<file path="src/rtl/virtio_mem_arbiter_pkg.sv">
// Shared types for the two-port memory arbiter.
// Latency: none (declarations only).
// Backpressure: n/a.
package virtio_mem_arbiter_pkg;

  // Arbiter sequencing: grant in IDLE, pulse memory in ISSUE, wait for completion in WAIT.
  typedef enum logic [1:0] {
    ST_IDLE  = 2'd0,
    ST_ISSUE = 2'd1,
    ST_WAIT  = 2'd2
  } state_t;

  localparam logic MODE_READ  = 1'b0;
  localparam logic MODE_WRITE = 1'b1;

endpackage

</file>
<file path="src/rtl/virtio_mem_arbiter_slot.sv">
// Per-port request slot: holds one captured request until the arbiter completes it.
// Latency: capture on the pulse edge; cur_* show the incoming pulse combinationally when empty.
// Backpressure: none; a pulse while full is dropped and sets the sticky overrun flag.
// Ports: clk/rst; request_enable/mode/addr/wdata/wstrb from the master; clear from the
//        arbiter on completion; candidate, cur_* (latched or incoming fields), overrun.
module mem_req_slot #(
  parameter int ADDR_W = 32,
  parameter int DATA_W = 32
) (
  input  logic                clk,
  input  logic                rst,
  input  logic                request_enable,
  input  logic                mode,
  input  logic [ADDR_W-1:0]   addr,
  input  logic [DATA_W-1:0]   wdata,
  input  logic [DATA_W/8-1:0] wstrb,
  input  logic                clear,
  output logic                candidate,
  output logic                cur_mode,
  output logic [ADDR_W-1:0]   cur_addr,
  output logic [DATA_W-1:0]   cur_wdata,
  output logic [DATA_W/8-1:0] cur_wstrb,
  output logic                overrun
);
  import virtio_mem_arbiter_pkg::*;

  localparam int STRB_W = DATA_W / 8;

  logic              pending;
  logic              mode_q;
  logic [ADDR_W-1:0] addr_q;
  logic [DATA_W-1:0] wdata_q;
  logic [STRB_W-1:0] wstrb_q;

  always_ff @(posedge clk or posedge rst) begin
    if (rst) begin
      pending <= 1'b0;
      mode_q  <= MODE_READ;
      addr_q  <= '0;
      wdata_q <= '0;
      wstrb_q <= '0;
      overrun <= 1'b0;
    end else begin
      // A pulse arriving in the completion cycle still sees pending=1 and is dropped.
      if (request_enable && pending) begin
        overrun <= 1'b1;
      end
      if (request_enable && !pending) begin
        pending <= 1'b1;
        mode_q  <= mode;
        addr_q  <= addr;
        wdata_q <= wdata;
        wstrb_q <= wstrb;
      end else if (clear) begin
        pending <= 1'b0;
      end
    end
  end

  // The arbiter may grant in the same cycle as the pulse, before the latch is loaded.
  assign candidate = pending | request_enable;
  assign cur_mode  = pending ? mode_q  : mode;
  assign cur_addr  = pending ? addr_q  : addr;
  assign cur_wdata = pending ? wdata_q : wdata;
  assign cur_wstrb = pending ? wstrb_q : wstrb;

endmodule

</file>
<file path="src/rtl/virtio_mem_arbiter.sv">
// Shares one single-outstanding memory port between the core (port 0) and virtio DMA (port 1).
// Latency: request pulse n -> mem_request_enable n+1; mem_response_enable m -> port pulse m+1.
// Backpressure: one request held per port; extra pulses are dropped and flagged in pN_overrun.
// Ports: clk, rst (async, active high); pN_request_enable/mode/addr/wdata/wstrb in,
//        pN_response_enable/data/overrun out (N=0,1); mem_request_enable/mode/addr/wdata/wstrb
//        out, mem_response_enable/data in; busy out (high whenever not IDLE).
module virtio_mem_arbiter #(
  parameter int ADDR_W     = 32,
  parameter int DATA_W     = 32,
  parameter int FIXED_PRIO = 0
) (
  input  logic                clk,
  input  logic                rst,
  input  logic                p0_request_enable,
  input  logic                p0_mode,
  input  logic [ADDR_W-1:0]   p0_addr,
  input  logic [DATA_W-1:0]   p0_wdata,
  input  logic [DATA_W/8-1:0] p0_wstrb,
  output logic                p0_response_enable,
  output logic [DATA_W-1:0]   p0_data,
  output logic                p0_overrun,
  input  logic                p1_request_enable,
  input  logic                p1_mode,
  input  logic [ADDR_W-1:0]   p1_addr,
  input  logic [DATA_W-1:0]   p1_wdata,
  input  logic [DATA_W/8-1:0] p1_wstrb,
  output logic                p1_response_enable,
  output logic [DATA_W-1:0]   p1_data,
  output logic                p1_overrun,
  output logic                mem_request_enable,
  output logic                mem_mode,
  output logic [ADDR_W-1:0]   mem_addr,
  output logic [DATA_W-1:0]   mem_wdata,
  output logic [DATA_W/8-1:0] mem_wstrb,
  input  logic                mem_response_enable,
  input  logic [DATA_W-1:0]   mem_data,
  output logic                busy
);
  import virtio_mem_arbiter_pkg::*;

  localparam int STRB_W = DATA_W / 8;

  state_t state, state_nxt;
  logic   grant;       // port owning the current memory transaction
  logic   rr_ptr;      // port preferred on the next tie
  logic   sel;         // port chosen this cycle if a grant fires
  logic   issue_fire;
  logic   rsp_fire;

  logic              cand0, cand1;
  logic              s0_mode, s1_mode;
  logic [ADDR_W-1:0] s0_addr, s1_addr;
  logic [DATA_W-1:0] s0_wdata, s1_wdata;
  logic [STRB_W-1:0] s0_wstrb, s1_wstrb;

  mem_req_slot #(.ADDR_W(ADDR_W), .DATA_W(DATA_W)) u_slot0 (
    .clk            (clk),
    .rst            (rst),
    .request_enable (p0_request_enable),
    .mode           (p0_mode),
    .addr           (p0_addr),
    .wdata          (p0_wdata),
    .wstrb          (p0_wstrb),
    .clear          (rsp_fire && !grant),
    .candidate      (cand0),
    .cur_mode       (s0_mode),
    .cur_addr       (s0_addr),
    .cur_wdata      (s0_wdata),
    .cur_wstrb      (s0_wstrb),
    .overrun        (p0_overrun)
  );

  mem_req_slot #(.ADDR_W(ADDR_W), .DATA_W(DATA_W)) u_slot1 (
    .clk            (clk),
    .rst            (rst),
    .request_enable (p1_request_enable),
    .mode           (p1_mode),
    .addr           (p1_addr),
    .wdata          (p1_wdata),
    .wstrb          (p1_wstrb),
    .clear          (rsp_fire && grant),
    .candidate      (cand1),
    .cur_mode       (s1_mode),
    .cur_addr       (s1_addr),
    .cur_wdata      (s1_wdata),
    .cur_wstrb      (s1_wstrb),
    .overrun        (p1_overrun)
  );

  always_ff @(posedge clk or posedge rst) begin
    if (rst) begin
      state <= ST_IDLE;
    end else begin
      state <= state_nxt;
    end
  end

  always_comb begin
    state_nxt  = state;
    issue_fire = 1'b0;
    rsp_fire   = 1'b0;
    // A lone candidate wins outright; ties go to port 0 or the round-robin pointer.
    sel        = cand1;
    if (cand0 && cand1) begin
      sel = (FIXED_PRIO != 0) ? 1'b0 : rr_ptr;
    end
    case (state)
      ST_IDLE: begin
        if (cand0 || cand1) begin
          issue_fire = 1'b1;
          state_nxt  = ST_ISSUE;
        end
      end
      ST_ISSUE: begin
        state_nxt = ST_WAIT;
      end
      ST_WAIT: begin
        // Responses outside WAIT are spurious and never reach this branch.
        if (mem_response_enable) begin
          rsp_fire  = 1'b1;
          state_nxt = ST_IDLE;
        end
      end
      default: begin
        state_nxt = ST_IDLE;
      end
    endcase
  end

  always_ff @(posedge clk or posedge rst) begin
    if (rst) begin
      grant              <= 1'b0;
      rr_ptr             <= 1'b0;
      mem_request_enable <= 1'b0;
      mem_mode           <= MODE_READ;
      mem_addr           <= '0;
      mem_wdata          <= '0;
      mem_wstrb          <= '0;
      p0_response_enable <= 1'b0;
      p1_response_enable <= 1'b0;
      p0_data            <= '0;
      p1_data            <= '0;
    end else begin
      // Registering the grant makes the memory pulse coincide with the ISSUE state.
      mem_request_enable <= issue_fire;
      p0_response_enable <= rsp_fire && !grant;
      p1_response_enable <= rsp_fire && grant;
      if (issue_fire) begin
        grant     <= sel;
        mem_mode  <= sel ? s1_mode  : s0_mode;
        mem_addr  <= sel ? s1_addr  : s0_addr;
        mem_wdata <= sel ? s1_wdata : s0_wdata;
        mem_wstrb <= sel ? s1_wstrb : s0_wstrb;
      end
      if (rsp_fire) begin
        rr_ptr <= ~grant;
        if (grant) begin
          p1_data <= mem_data;
        end else begin
          p0_data <= mem_data;
        end
      end
    end
  end

  assign busy = (state != ST_IDLE);

endmodule

</file>
<file path="config.mk">
export PLATFORM = sky130hd
export DESIGN_NAME = virtio_mem_arbiter
export DESIGN_NICKNAME = d
export VERILOG_FILES = /design/src/rtl/virtio_mem_arbiter_pkg.sv /design/src/rtl/virtio_mem_arbiter_slot.sv /design/src/rtl/virtio_mem_arbiter.sv
export SDC_FILE = /design/constraint.sdc
export NUM_CORES = 1
export LEC_CHECK = 0
export CORE_MARGIN = 4
export CORE_UTILIZATION = 52
export CTS_BUF_LIST = sky130_fd_sc_hd__clkbuf_4
export DETAILED_ROUTE_END_ITERATION = 16
export HOLD_SLACK_MARGIN = 0.12
export PLACE_DENSITY = 0.83
export REMOVE_ABC_BUFFERS = 1
export SLEW_MARGIN = 30
export SYNTH_ARGS = -nofsm -noshare
export SYNTH_HDL_FRONTEND = slang
export SYNTH_SLANG_ARGS = --single-unit
</file>
<file path="constraint.sdc">
create_clock -name clk -period 12.8 [get_ports clk]
set_input_delay 1.92 -clock clk [delete_from_list [all_inputs] [get_ports clk]]
set_output_delay 1.92 -clock clk [all_outputs]
set_load 0.005 [all_outputs]
</file>
==> flow_summary_export.csv <==
group,metric,value,unit
power_and_ir_drop,cellLeakagePower,6.94,nW
placed_design,pre_cts_slack,8.27,ns
critical_path,startpoint_type,"primary input",
clock_tree,clk_latency,0.66,ns
routing,wl_per_cell,22.0,um
global_route,grt_pass1_vias,10900,
global_route,grt_start_max_net_pins,151,
sta,worstMarginPinSlew,0.942,ns
routing,drt-initial-drc-count,918,
logic_synthesis,synthArstFlopShare,100,%
routing,via_per_inst,6.03,
logic_synthesis,synth_top_family_by_area,"multiplexers",
final_layout,synthToLayoutAreaGrowth,32.4,%
die,die_w,166,um
final_layout,drive_gt1_share,25.6,%
clock_tree,cts_tree,"built",
clock_tree,cts-root-buf,"clkbuf_4",
die,coreArea,24500,um2
logic_synthesis,synth_enable_flop_cells,0,
sta,clock_skew,0.0380,ns
clock_tree,ctsLongestPathBuffers,3,
placed_design,dp.cells,1575,
clock_tree,cts_inserted_buffers,76,
sta,setup_viol,0,
placed_design,port_buffers,313,
logic_synthesis,synthCells,1032,
global_route,grt-ovfl-total,0,
clock_tree,hold_buffers,0,
logic_synthesis,ys_seq_area_share,54.3,%
sta,clock.fmax,256,MHz
logic_synthesis,syn_avg_cell_area,12.6,um2
final_layout,fin_cells,1707,
sta,tns,0,ns
routing,wirelength,37600,um
die,start_util,53.2,%
logic_synthesis,yosysTopAreaCell,"dfrtp_1",
die,rows,57,
placed_design,place_congestion,0.790,
power_and_ir_drop,powerDensity,244,nW/um2
flow_run,max_cap_viol_count,0,
global_route,grtUsageTotal,26.6,%
critical_path,arrival,4.46,ns
die,io_pins,314,
logic_synthesis,syn_area,13000,um2
clock_tree,clk_pin_slew,0.06,ns
final_layout,final_nets,1505,
die,die_area,27600,um2
clock_tree,postCtsSetupRepairBufs,0,
logic_synthesis,synth_compound_area_share,16.3,%
placed_design,dp_hpwl,23400,um
routing,post-route-drc-count,0,
critical_path,critical_path_class,"in -> reg",
sta,fin_crit_sh,30.6,%
logic_synthesis,synth_common_cells,"dfrtp_1 (282), mux2_2 (203), nor2b_1 (139)",
clock_tree,htreeDepth,3,
routing,firstDrtPassIters,5,
sta,rsz0062_at_grt,"false",
logic_synthesis,synthTopCellsByArea,"dfrtp_1 (54%), mux2_2 (18%), nor2b_1 (6.7%)",
clock_tree,cts_resized,0,
routing,ant_nets,0,
critical_path,cp_max_fo,36,
clock_tree,cts_sinks,282,
logic_synthesis,synthAdderAreaFrac,0,%
logic_synthesis,ys_types,26,
hold_path,hp-class,"reg -> reg",
logic_synthesis,synth_xor_xnor_area_share,0,%
critical_path,crit_required,13.35,ns
logic_synthesis,yosys_warnings,0,
critical_path,critPathCaptureType,"register",
outcome,run_status,"finished clean",
logic_synthesis,synthSimpleGateAreaFrac,7.39,%
logic_synthesis,ys_ff_latch,282,
sta,hold_viol_final,0,
power_and_ir_drop,peakVddDrop,170,uV
die,die_h,166,um
sta,fin_crit,3.91,ns
global_route,antenna_found_initial,5,
sta,setup_slack,8.89,ns
routing,vias,10300,
sta,finalMaxSlewViolations,0,
global_route,grt_pass1_wl,59300,um
sta,slew_headroom,37.2,%
logic_synthesis,synth-main-ff-cell,"dfrtp_1",
logic_synthesis,synth_top_area_share,54.3,%
logic_synthesis,yosysMostFrequentCell,"dfrtp_1",
logic_synthesis,synthMuxAreaShare,17.6,%
## per-stage QoR
stage                     hold WS [ns]  power [mW]  utilization (%)  area, um2
after floorplan                  0.451        2.50                -      12400
after global placement           0.440        3.27             65.9      16100
after detailed placement         0.448        3.36             66.2      16200
after CTS                        0.462        4.22             70.3      17200
after global routing             0.479        4.47             70.4      17200
final                            0.457        4.20             70.4      17200
## cell families (layout without fill, tap and decap cells)
family,after synthesis,in the layout
buffers and inverters,111,459
other,0,3
AND/OR/NAND/NOR,153,153
flip-flops,282,282
AO/OA/AOI/OAI,283,283
multiplexers,203,203
## power breakdown
part	switching [mW]	internal [mW]
clock	0.364	0.472
sequential	0.278	1.34
combinational	0.763	0.977
## final timing paths
kind	start	endpoint	slack, ns	cells past startpoint
setup / recovery	p0_request_enable	mem_wstrb[0]	8.89	5
hold / removal	u_slot0.overrun	u_slot0.overrun	0.46	1
setup reg to reg	u_slot1.pending	mem_wdata[7]	9.89	4
hold reg to reg	u_slot0.overrun	u_slot0.overrun	0.46	1
max in group asynchronous	rst	u_slot1.pending	9.63	3
min in group asynchronous	rst	p1_data[8]	1.75	2
## flip-flops by register name, indices dropped and copies added (netlist names), 2 cells and up
register         flops
mem_wstrb            4
p1_data             32
u_slot1.wdata_q     32
u_slot0.addr_q      32
u_slot1.addr_q      32
state                2
p0_data             32
u_slot0.wdata_q     32
u_slot1.wstrb_q      4
u_slot0.wstrb_q      4
mem_wdata           32
mem_addr            32
## area by class of cell
class | count | area [um2]
well taps | 324 | 405
fillers | 1739 | 7240
flip-flops and latches | 282 | 7060
inverters | 3 | 23.8
multi-input cells | 639 | 5410
clock inverters | 11 | 120
clock buffers | 117 | 878
diodes | 3 | 7.51
repair buffers | 328 | 3320
## worst max-delay path, cell delays in order
cell             delay (ns)
clkdlybuf4s50_1        0.71
o21ba_2                0.83
buf_4                  0.52
a2111oi_0              0.15
o31ai_1                0.27
## metal layers
metal  vias up  routed length [um]  global-route usage, %
met4         4                1150                   10.6
met3        87                3880                   9.93
met5         -                  27                      0
met2       514               18000                   42.7
met1      5151               14500                   32.8
li1       4543                   -                      -
## placed cells by master, fill, tap and decap left out
master           synthesis  layout
buf_4                    3      10
a21o_1                   3       3
o21ba_2                  1       1
buf_16                   0       1
a2111oi_0               69      69
mux2_2                 203     203
o31ai_1                 69      69
nor4_4                   1       1
clkbuf_4                 0     117
or2_4                    0       1
nor2_1                   5       4
nor2b_2                  0       1
nor3_1                   1       1
buf_12                   0       4
diode_2                  0       3
clkinv_8                 0       1
and3b_1                  1       1
or2_2                    0       2
a21oi_1                  2       2
nor2_4                   0       1
inv_2                    0       2
o21ai_0                 69      69
nand2b_4                 0       2
clkinv_1                 0       6
clkdlybuf4s50_1          0     313
o21bai_4                 0       1
a221oi_1                69      69
and2_1                   1       1
dfrtp_4                  0       2
nor2b_1                139     138
inv_1                    3       2
bufinv_16                0       3
dfrtp_1                282     280
Power figures use the tool's default switching activity.
